### config.mk
export PLATFORM = sky130hd
export DESIGN_NAME = dsm_ctrl
export DESIGN_NICKNAME = d
export VERILOG_FILES = /design/src/rtl/dsm_ctrl.sv
export SDC_FILE = /design/constraint.sdc
export NUM_CORES = 1
export LEC_CHECK = 0
export CAP_MARGIN = 5
export CORE_AREA = 2 2 96 144
export DETAILED_ROUTE_END_ITERATION = 16
export DIE_AREA = 0 0 98 146
export PLACE_DENSITY = 0.66
export RECOVER_POWER = 25
export SKIP_LAST_GASP = 1
export SLEW_MARGIN = 20
export SYNTH_ARGS = -nofsm -noshare
export SYNTH_HDL_FRONTEND = slang
export SYNTH_SLANG_ARGS = --single-unit
### constraint.sdc
create_clock -name clock -period 2.5 [get_ports clock]
set_input_delay 0.5 -clock clock [delete_from_list [all_inputs] [get_ports clock]]
set_output_delay 0.5 -clock clock [all_outputs]
set_load 0.05 [all_outputs]
### src/rtl/dsm_ctrl.sv
// Delta-sigma modulator sequencing controller.
// Takes base-rate samples over valid/ready, holds each for OSR modulator
// clocks, drives an LFSR dither word, and sequences the modulator reset
// through flush, soft-start ramp, run and mute. T_BITS must not exceed 16
// because the dither word is sliced from the top of a 16-bit LFSR.
module dsm_ctrl #(
    parameter int T_BITS       = 15,
    parameter int OSR          = 64,
    parameter int FLUSH_CYCLES = 8,
    parameter int RAMP_STEPS   = 4,
    parameter int RAMP_SLOTS   = 16,
    parameter int MUTE_CYCLES  = 32,
    parameter int DITH_SHIFT   = 4
) (
    input  logic              clock,
    input  logic              reset,
    input  logic              enable,
    input  logic              dither_en,
    input  logic [T_BITS-1:0] in_data,
    input  logic              in_valid,
    output logic              in_ready,
    output logic [T_BITS-1:0] vin,
    output logic [T_BITS-1:0] dith,
    output logic              dsm_reset,
    output logic              running,
    output logic [7:0]        underrun_cnt,
    output logic [2:0]        state
);

    typedef enum logic [2:0] {
        S_IDLE  = 3'd0,
        S_FLUSH = 3'd1,
        S_RAMP  = 3'd2,
        S_RUN   = 3'd3,
        S_MUTE  = 3'd4
    } state_e;

    localparam int OSR_W = $clog2(OSR);
    localparam int FC_W  = (FLUSH_CYCLES > 1) ? $clog2(FLUSH_CYCLES) : 1;
    localparam int SL_W  = (RAMP_SLOTS > 1) ? $clog2(RAMP_SLOTS) : 1;
    localparam int MC_W  = (MUTE_CYCLES > 1) ? $clog2(MUTE_CYCLES) : 1;
    localparam int SH_W  = (RAMP_STEPS > 0) ? $clog2(RAMP_STEPS + 1) : 1;

    localparam logic [OSR_W-1:0] OSR_LAST   = OSR_W'(OSR - 1);
    localparam logic [FC_W-1:0]  FLUSH_LAST = FC_W'(FLUSH_CYCLES - 1);
    localparam logic [SL_W-1:0]  SLOT_LAST  = SL_W'(RAMP_SLOTS - 1);
    localparam logic [MC_W-1:0]  MUTE_LAST  = MC_W'(MUTE_CYCLES - 1);
    localparam logic [15:0]      LFSR_SEED  = 16'hACE1;

    state_e                    state_q, state_n;
    logic                      hold_valid, hold_valid_n;
    logic        [T_BITS-1:0]  hold;
    logic signed [T_BITS-1:0]  vin_reg;
    logic        [15:0]        lfsr;
    logic        [OSR_W-1:0]   osr_cnt;
    logic        [FC_W-1:0]    flush_cnt;
    logic        [SL_W-1:0]    slot_cnt;
    logic        [MC_W-1:0]    mute_cnt;
    logic        [SH_W-1:0]    ramp_shift;

    logic                      active, slot_end, accept, lfsr_fb;
    logic signed [T_BITS-1:0]  dith_src;

    assign active   = (state_q == S_RAMP) || (state_q == S_RUN);
    assign slot_end = active && (osr_cnt == OSR_LAST);
    assign accept   = in_valid && in_ready;
    assign lfsr_fb  = lfsr[15] ^ lfsr[13] ^ lfsr[12] ^ lfsr[10];
    assign dith_src = $signed(lfsr[15 -: T_BITS]) >>> DITH_SHIFT;
    assign state    = state_q;

    // Next-state decode and hold-register occupancy for the coming cycle
    always_comb begin
        state_n = state_q;
        case (state_q)
            S_IDLE:  if (enable) state_n = S_FLUSH;
            S_FLUSH: begin
                if (!enable)
                    state_n = S_IDLE;
                else if (flush_cnt == FLUSH_LAST)
                    state_n = (RAMP_STEPS == 0) ? S_RUN : S_RAMP;
            end
            S_RAMP: begin
                if (!enable)
                    state_n = S_MUTE;
                else if (slot_end && slot_cnt == SLOT_LAST && ramp_shift == SH_W'(1))
                    state_n = S_RUN;
            end
            S_RUN:   if (!enable) state_n = S_MUTE;
            S_MUTE:  if (mute_cnt == MUTE_LAST) state_n = S_IDLE;
            default: state_n = S_IDLE;
        endcase

        hold_valid_n = hold_valid;
        if (slot_end && hold_valid) hold_valid_n = 1'b0;
        if (accept)                 hold_valid_n = 1'b1;
        // Outside ramp/run the hold register is always empty; this also
        // discards a pending sample when muting.
        if (state_n != S_RAMP && state_n != S_RUN) hold_valid_n = 1'b0;
    end

    // Sequencer state, slot timing, sample path, dither and registered outputs
    always_ff @(posedge clock or negedge reset) begin
        if (!reset) begin
            state_q      <= S_IDLE;
            dsm_reset    <= 1'b1;
            vin          <= '0;
            dith         <= '0;
            in_ready     <= 1'b0;
            running      <= 1'b0;
            underrun_cnt <= '0;
            hold_valid   <= 1'b0;
            hold         <= '0;
            vin_reg      <= '0;
            lfsr         <= LFSR_SEED;
            osr_cnt      <= '0;
            flush_cnt    <= '0;
            slot_cnt     <= '0;
            mute_cnt     <= '0;
            ramp_shift   <= '0;
        end else begin
            state_q    <= state_n;
            hold_valid <= hold_valid_n;
            in_ready   <= !hold_valid_n && (state_n == S_RAMP || state_n == S_RUN);
            dsm_reset  <= (state_n == S_IDLE) || (state_n == S_FLUSH);
            running    <= (state_n == S_RUN);

            if (accept) hold <= in_data;

            // vin and dith follow the current state, so they trail a change by one clock
            case (state_q)
                S_RAMP:  vin <= vin_reg >>> ramp_shift;
                S_RUN:   vin <= vin_reg;
                default: vin <= '0;
            endcase
            dith <= (dither_en && state_q != S_IDLE) ? dith_src : '0;

            if (state_q == S_IDLE) begin
                if (state_n == S_FLUSH) lfsr <= LFSR_SEED;
            end else begin
                lfsr <= {lfsr[14:0], lfsr_fb};
            end

            case (state_q)
                S_IDLE: begin
                    if (state_n == S_FLUSH) begin
                        underrun_cnt <= '0;
                        vin_reg      <= '0;
                        osr_cnt      <= '0;
                        flush_cnt    <= '0;
                    end
                end
                S_FLUSH: begin
                    flush_cnt <= flush_cnt + FC_W'(1);
                    if (state_n == S_RAMP || state_n == S_RUN) begin
                        ramp_shift <= SH_W'(RAMP_STEPS);
                        slot_cnt   <= '0;
                    end
                end
                S_RAMP, S_RUN: begin
                    osr_cnt <= slot_end ? '0 : osr_cnt + OSR_W'(1);
                    if (slot_end) begin
                        // Starved slot: repeat the previous sample and log it
                        if (hold_valid)
                            vin_reg <= hold;
                        else if (underrun_cnt != 8'hFF)
                            underrun_cnt <= underrun_cnt + 8'd1;
                        if (state_q == S_RAMP) begin
                            if (slot_cnt == SLOT_LAST) begin
                                slot_cnt   <= '0;
                                ramp_shift <= ramp_shift - SH_W'(1);
                            end else begin
                                slot_cnt <= slot_cnt + SL_W'(1);
                            end
                        end
                    end
                    if (state_n == S_MUTE) mute_cnt <= '0;
                end
                S_MUTE:  mute_cnt <= mute_cnt + MC_W'(1);
                default: ;
            endcase
        end
    end

endmodule
=== After elaboration in Yosys (flattened, before gate mapping) ===
Cells that the tools add are included.

* Add/sub/neg operators: 6
* $mul: 0
* Divide/modulo/power cells: 0
* $lt $le $gt $ge: 0
* Equal/unequal tests: 25
* Shifts and indexed selects: 1
* Muxes and demuxes: 41
* Bitwise gates (word level): 3
* Reductions and logical operators: 27

{| class="wikitable"
|+ Operators with widths
! kind !! number
|-
| 2-to-1 mux 15 bit || 4
|-
| case mux 15 bit (2 select lines) || 2
|-
| 2-to-1 mux 3 bit || 12
|-
| 2-to-1 mux 16 bit || 2
|-
| 2-to-1 mux 8 bit || 4
|-
| != test 2 bit, second input constant || 9
|-
| 2-to-1 mux 4 bit || 4
|-
| case mux 8 bit (2 select lines) || 1
|-
| case mux 3 bit (5 select lines) || 1
|-
| >>> shifter 15 x 3 -> 15 bit || 1
|-
| == test 3 x 2 -> 1 bit, second input constant || 4
|-
| 2-to-1 mux 6 bit || 2
|-
| case mux 3 bit (2 select lines) || 2
|-
| case mux 6 bit (2 select lines) || 1
|-
| case mux 5 bit (2 select lines) || 1
|-
| AND reduction 5 bit || 2
|-
| == test 3 x 1 -> 1 bit, second input constant || 3
|-
| == test 3 bit, second input constant || 3
|-
| adder 8 x 1 -> 8 bit, second input constant || 1
|-
| logical AND 1 bit || 8
|-
| != test 8 bit, second input constant || 1
|-
| case mux 4 bit (2 select lines) || 1
|-
| AND reduction 4 bit || 2
|-
| nonzero test 2 bit || 4
|-
| other kinds (18) || 28
|}

* Register bits: 112
* Bits in latches: 0
* Bits in writable memories: 0
* ROM bits: 0
* Input port bits: 20
* Output and inout bits: 44
* Word-level logic and storage cells: 119
* Memories: 0

=== Logic depth before layout (Yosys ltp) ===
Gate-level depths: netlist (run 1).

* Word-level depth: 13
* Mapped depth: 7

=== Least setup slack after synthesis (run 1) ===
Ideal clock, no wire load.

* Path kind: register -> register
* Start point: register underrun_cnt[0]
* End point: register underrun_cnt[5]
* Setup time: 0.125 ns
* Arrival: 2.224 ns
* Setup slack: 0.151 ns
* Cell stages (with the launch flop): 7
* Buffers on the path: 0
* Period minus slack after synthesis: 2.349 ns
* Cell sequence: dfrtp_1 -> ha_1 -> and2_1 -> a311o_4 -> a211oi_4 -> nand3_2 -> mux2_4

* Longest elaborated chain between the ends: 5
* Elaborated cells between the ends (all ways): 8
* Classes of those cells: 1 x add/sub; 2 x eq/ne; 4 x mux; 1 x reduce/logical

{| class="wikitable"
|+ RTL lines
! what !! line !! text
|-
| start, declared || 26 || <nowiki>output logic [7:0] underrun_cnt,</nowiki>
|-
| start signal, assigned || 166 || <nowiki>underrun_cnt <= underrun_cnt + 8'd1;</nowiki>
|-
| adder 8 x 1 -> 8 bit || 166 ||
|-
| 2-to-1 mux 8 bit || 165 || <nowiki>else if (underrun_cnt != 8'hFF)</nowiki>
|-
| 2-to-1 mux 8 bit || 163 || <nowiki>if (hold_valid)</nowiki>
|-
| 2-to-1 mux 8 bit || 161 || <nowiki>if (slot_end) begin</nowiki>
|-
| case mux 8 bit (2 select lines) || 143 || <nowiki>case (state_q)</nowiki>
|}

Several ways; a longest one is shown, not always the timed one. The select of a mux whose other input is x is not followed.
A chain may end at the register's enable or synchronous reset.

=== Worst setup path in the final report (run 1) ===
* Start point: register state_q[2], in the netlist state[2]
* End point: output state[2]

{| class="wikitable"
|+ RTL lines
! what !! line !! text
|-
| start, declared || 50 || <nowiki>state_e state_q, state_n;</nowiki>
|-
| start signal, assigned || 121 || <nowiki>state_q <= state_n;</nowiki>
|-
| end, declared || 27 || <nowiki>output logic [2:0] state</nowiki>
|}

No word-level cell between the ends.

==> results.cfg, run 1 <==
[route]
viasPerCell = 5.43
antenna_left = 0
drc = 0
via_count = 3756
wl_um = 10800
drtPass1Iterations = 4
drt_iter0_markers = 199
wl_per_cell_um = 15.7

[synth]
synthCells = 469
yosys_warnings = 0
synth_seq_area_share = 0.531
netlist_area_um2 = 5110
post_synth.cell_area_avg_um2 = 10.9
ys.flop_type = dfrtp_1
synth_fp_nets = 498
synth.ff_latch_count = 108
synth-edff-count = 0
async_reset_ff_frac = 1.00
yosysUniqueCellTypes = 54

[worst_setup_path]
worstSetupPathType = reg2out
crit_arrival_ns = 1.77
crit_required_ns = 2.00
worst_r2r_path_depth = 6
endpoint_kind = output port
cp-start-kind = register
path_max_fanout = 8

[timing]
finalSetupTns_ns = 0
period_needed_ns = 2.27
rsz0062_at_grt = false
fmax_ghz = 0.440
finalSetupViolCount = 0
slew_violations = 0
finalCritPeriodShare = 0.909
holdWs_ns = 0.397
fin_skew_ns = 0.00703
timing.final.ws_setup_ns = 0.229
tightest_slew_ns = 1.19
slew_headroom = 0.204
hold_violations = 0

[clocking]
cts_max_level = 3
cts_buffers = 9
cts_tree = yes
post_cts_resized = 0
clkLatencyLatePin_ns = 0.34
cts.path.max_buffers = 2
clkSlewWorstSetupHoldPaths_ns = 0.07
cts_root_buf = clkbuf_16
cts_num_sinks = 108
post-cts-setup-buffers = 0
postCtsHoldBufs = 0

[placement]
pre_cts_ws_ns = 0.0559
numPortBuffers = 63
dp_hpwl_um = 7820
gp_congestion = 0.871

[floorplan]
ios = 64
rows = 51
die_area_um2 = 14300
die_h_um = 146
core_area_um2 = 13000
die_x_um = 98
start_util = 0.394

[layout]
nets = 557
drive_gt1_frac = 0.163
largest_reg_flops = 30
regArea_um2 = 2710
n_antenna_cell = 0
fillers = 1199
multi_input_area_um2 = 2230
area_growth_pct = 21.5

[outcome]
outcome = completed

[worst_hold_path]
hp-class = in2async

[global_routing]
grt_pass1_wl_um = 18600
grt_overflow = 0
grt_pass1_vias = 4002
grt_max_degree = 49
antenna_found_initial = 0
grt_util_all_layers = 0.160

[power_and_ir_drop]
peakVddDrop_mv = 0.373
power.density_nw_per_um2 = 751
power_uw = 4660
p_leak_uw = 0.00269

[job]
max_cap_violations = 0
-- layer usage --
| metal | track usage | vias up | wire, um |
|---|---|---|---|
| li1 | - | 1799 | - |
| met4 | 0.0910 | 0 | 315 |
| met3 | 0.0346 | 25 | 399 |
| met1 | 0.175 | 1832 | 4100 |
| met2 | 0.282 | 100 | 6030 |
| met5 | 0 | - | 0 |
-- cells in the mapped netlist (9+ instances only) --
| master | number | share of area |
|---|---|---|
| dfstp_2 | 9 | 0.046 |
| a21oi_1 | 21 | 0.021 |
| mux2_2 | 23 | 0.051 |
| o21ai_0 | 43 | 0.042 |
| and3_1 | 14 | 0.017 |
| ha_1 | 9 | 0.022 |
| mux2i_1 | 14 | 0.027 |
| nand2_1 | 55 | 0.040 |
| dfrtp_1 | 99 | 0.49 |
| a22o_1 | 9 | 0.015 |
| clkbuf_1 | 20 | 0.015 |
| nor2_1 | 36 | 0.026 |
-- cells by family (layout without fill, tap and decap cells) --
| logic type | count (synthesis) | count (layout) | share of synthesized area |
|---|---|---|---|
| buf+inv | 39 | 103 | 0.0355 |
| compound gates | 109 | 109 | 0.139 |
| flops | 108 | 108 | 0.531 |
| fa+ha+maj | 9 | 9 | 0.0221 |
| simple gates | 148 | 148 | 0.141 |
| mux | 45 | 45 | 0.112 |
| xor+xnor | 11 | 11 | 0.0189 |
-- layout by cell type (no fill, tap or decap), types with 4 or more instances in the layout --
cell / Yosys / layout
nand3_1: 7 / 7
nand2_1: 55 / 55
dfstp_2: 9 / 9
nand4_1: 6 / 6
nor2_1: 36 / 36
nor3_1: 6 / 6
o22a_1: 7 / 7
buf_4: 4 / 18
and3_1: 14 / 14
xor2_1: 6 / 6
mux4_2: 7 / 7
a22o_1: 9 / 9
xnor2_1: 5 / 5
o22ai_1: 7 / 7
a21oi_1: 21 / 21
ha_1: 9 / 9
dfrtp_1: 99 / 99
and2_1: 4 / 4
mux2i_1: 14 / 14
mux2_2: 23 / 23
clkdlybuf4s50_1: 0 / 60
inv_1: 6 / 6
o21ai_0: 43 / 43
clkbuf_16: 0 / 9
-- power by group --
group | leakage [uW] | internal [uW] | switching (uW)
clock | 0.000148 | 743 | 635
combinational | 0.00112 | 447 | 505
sequential | 0.00141 | 2070 | 265
-- path summary, 6_finish.rpt --
kind                                      start         endpoint  slack, ns
worst min-delay path                      reset      mute_cnt[2]       0.40
worst max-delay path                   state[2]         state[2]       0.23
min in group clock                 flush_cnt[0]     flush_cnt[0]       0.49
max in group asynchronous                 reset       vin_reg[5]       0.55
worst min register to register     flush_cnt[0]     flush_cnt[0]       0.49
worst max register to register  underrun_cnt[0]  underrun_cnt[5]       0.28
-- critical path, cell delays in order (launching register included) --
cell and delay, ns:
dfrtp_1 0.43, buf_4 0.19, clkdlybuf4s50_1 0.81
-- layout make-up --
class                   count  area share
clock buffers              11      0.0407
clock inverters             5     0.00685
inverters                   7     0.00423
multi-input cells         322       0.359
flip-flops and latches    108       0.437
well taps                 159      0.0321
repair buffers             80       0.120
-- stage by stage --
| step | utilization | instance area (um^2) | instances |
|---|---|---|---|
| final | 0.479 | 6210 | 692 |
| after global routing | 0.479 | 6210 | 692 |
| after CTS | 0.480 | 6210 | 692 |
| after detailed placement | 0.457 | 5920 | 676 |
| after global placement | 0.457 | 5920 | 676 |
| after floorplan | - | 5110 | 469 |
Note: power is estimated with default switching activity, not from simulation.
==> inputs of run 2 (changes only) <==
--- a/config.mk
+++ b/config.mk
@@ -10,5 +10,4 @@
 export DETAILED_ROUTE_END_ITERATION = 16
 export DIE_AREA = 0 0 98 146
-export PLACE_DENSITY = 0.66
 export RECOVER_POWER = 25
 export SKIP_LAST_GASP = 1
==> constraint.sdc (replaced) <==
create_clock -name clock -period 2.5 [get_ports clock]
set_input_delay 0.5 -clock clock [delete_from_list [all_inputs] [get_ports clock]]
set_output_delay 0.5 -clock clock [all_outputs]
set_load 0.02 [all_outputs]
==> results.cfg, run 2 (synthesis gave the netlist of run 1 again) <==
[floorplan]
die_area_um2 = 14300
ios = 64
die_h_um = 146
start_util = 0.394
die_x_um = 98
rows = 51
core_area_um2 = 13000

[layout]
final_cell_mix = dfrtp_1, clkdlybuf4s50_1, nand2_1
nets = 558
area_growth_pct = 21.9
n_antenna_cell = 0
layout_commonest_cell = dfrtp_1
instances_no_fill = 693
final_area_um2 = 6220
fin_util = 0.480
drive_gt1_frac = 0.155
largest_reg_flops = 30

[route]
antenna_left = 0
via_count = 3683
wl_um = 10500
viasPerCell = 5.31
drt_iter0_markers = 131
drc = 0
drtPass1Iterations = 4
wl_per_cell_um = 15.1

[power_and_ir_drop]
power.density_nw_per_um2 = 736
p_leak_uw = 0.00268
peakVddDrop_mv = 0.452

[global_routing]
grt_util_all_layers = 0.154
grt_overflow = 0
grt_pass1_vias = 3783
grt_pass1_wl_um = 18000
grt_max_degree = 64
antenna_found_initial = 0

[timing]
rsz0062_at_grt = false
fin_skew_ns = 0.00898
hold_violations = 0
period_needed_ns = 2.23
holdWs_ns = 0.502
slew_violations = 0
finalSetupViolCount = 0
fmax_ghz = 0.449
finalSetupTns_ns = 0
tightest_slew_ns = 0.862
finalCritPeriodShare = 0.891
slew_headroom = 0.425

[placement]
dp_hpwl_um = 7450
gp_congestion = 0.831
numPortBuffers = 63
dp_cells = 676
place_area_um2 = 5920

[clocking]
cts_root_buf = clkbuf_16
cts_num_sinks = 108
cts_max_level = 3
cts_tree = yes
cts_buffers = 9
clkSlewWorstSetupHoldPaths_ns = 0.07
clkLatencyLatePin_ns = 0.35
cts.path.max_buffers = 2

[worst_hold_path]
hp-class = reg2reg
min_from = flush_cnt[1]

[worst_setup_path]
cp_top_family = buffers and inverters
r2r-start = underrun_cnt[0]
worstSetupPathType = reg2out
cp_cell_sequence = buf_4 > clkdlybuf4s50_1
cp-startpoint = state[1]
cp-start-kind = register
crit_required_ns = 2.00
endpoint_kind = output port
critPathSlowestCell = clkdlybuf4s50_1
crit_arrival_ns = 1.73
slowest_delay_ns = 0.63
critPathBufInv = 2
path_max_fanout = 16

[outcome]
outcome = completed

[job]
max_cap_violations = 0
run 2: cell count changes in the layout (fill, tap and decap cells not counted), sizes merged:
cell / delta
buf: -2
clkbuf: +2
clkdlybuf4s50: +2
dlygate4sd3: +1
clkinv: -2
run 2: per-stage QoR:
stage                     setup WS [ns]  power (uW)
after global placement            0.154        3190
after detailed placement         0.0639        3230
after floorplan                   0.319        2920
after global routing              0.173        4870
after CTS                         0.188        4630
final                             0.273        4580
run 2: final timing paths:
check	end	slack, ns	cells after the start
worst max-delay path	state[1]	0.27	2
worst min-delay path	flush_cnt[1]	0.50	1
worst max register to register	underrun_cnt[5]	0.28	6
worst min register to register	flush_cnt[1]	0.50	1
max in group asynchronous	osr_cnt[0]	0.52	3
min in group asynchronous	vin[8]	0.66	2
run 2: routing by layer:
layer / up-vias / part of all wire / GRT usage
li1: 1792 / - / -
met1: 1798 / 0.40 / 0.183
met2: 75 / 0.54 / 0.274
met3: 18 / 0.030 / 0.0283
met4: 0 / 0.026 / 0.0590
met5: - / 0 / 0
run 2: layout make-up:
type                       count  area, um^2
clock buffer                  13         270
clock inverter                 3        26.3
fill                        1219        6730
inverter                       7        26.3
multi-input combinational    322        2230
sequential                   108        2710
tap                          159         199
timing repair buffer          81         762
run 2: repair_timing:
| action | CTS | global route |
|---|---|---|
| hold buffers | 1 | 0 |
| setup buffers | 0 | 0 |
| resized for setup | 0 | 0 |
| endpoints found under the hold margin | 8 | 0 |
run 2: power by group:
group,leakage (uW),internal [uW],switching (uW)
Combinational,0.00112,448,405
Sequential,0.00141,2070,266
Clock,0.000147,768,626
Total,0.00268,3280,1300
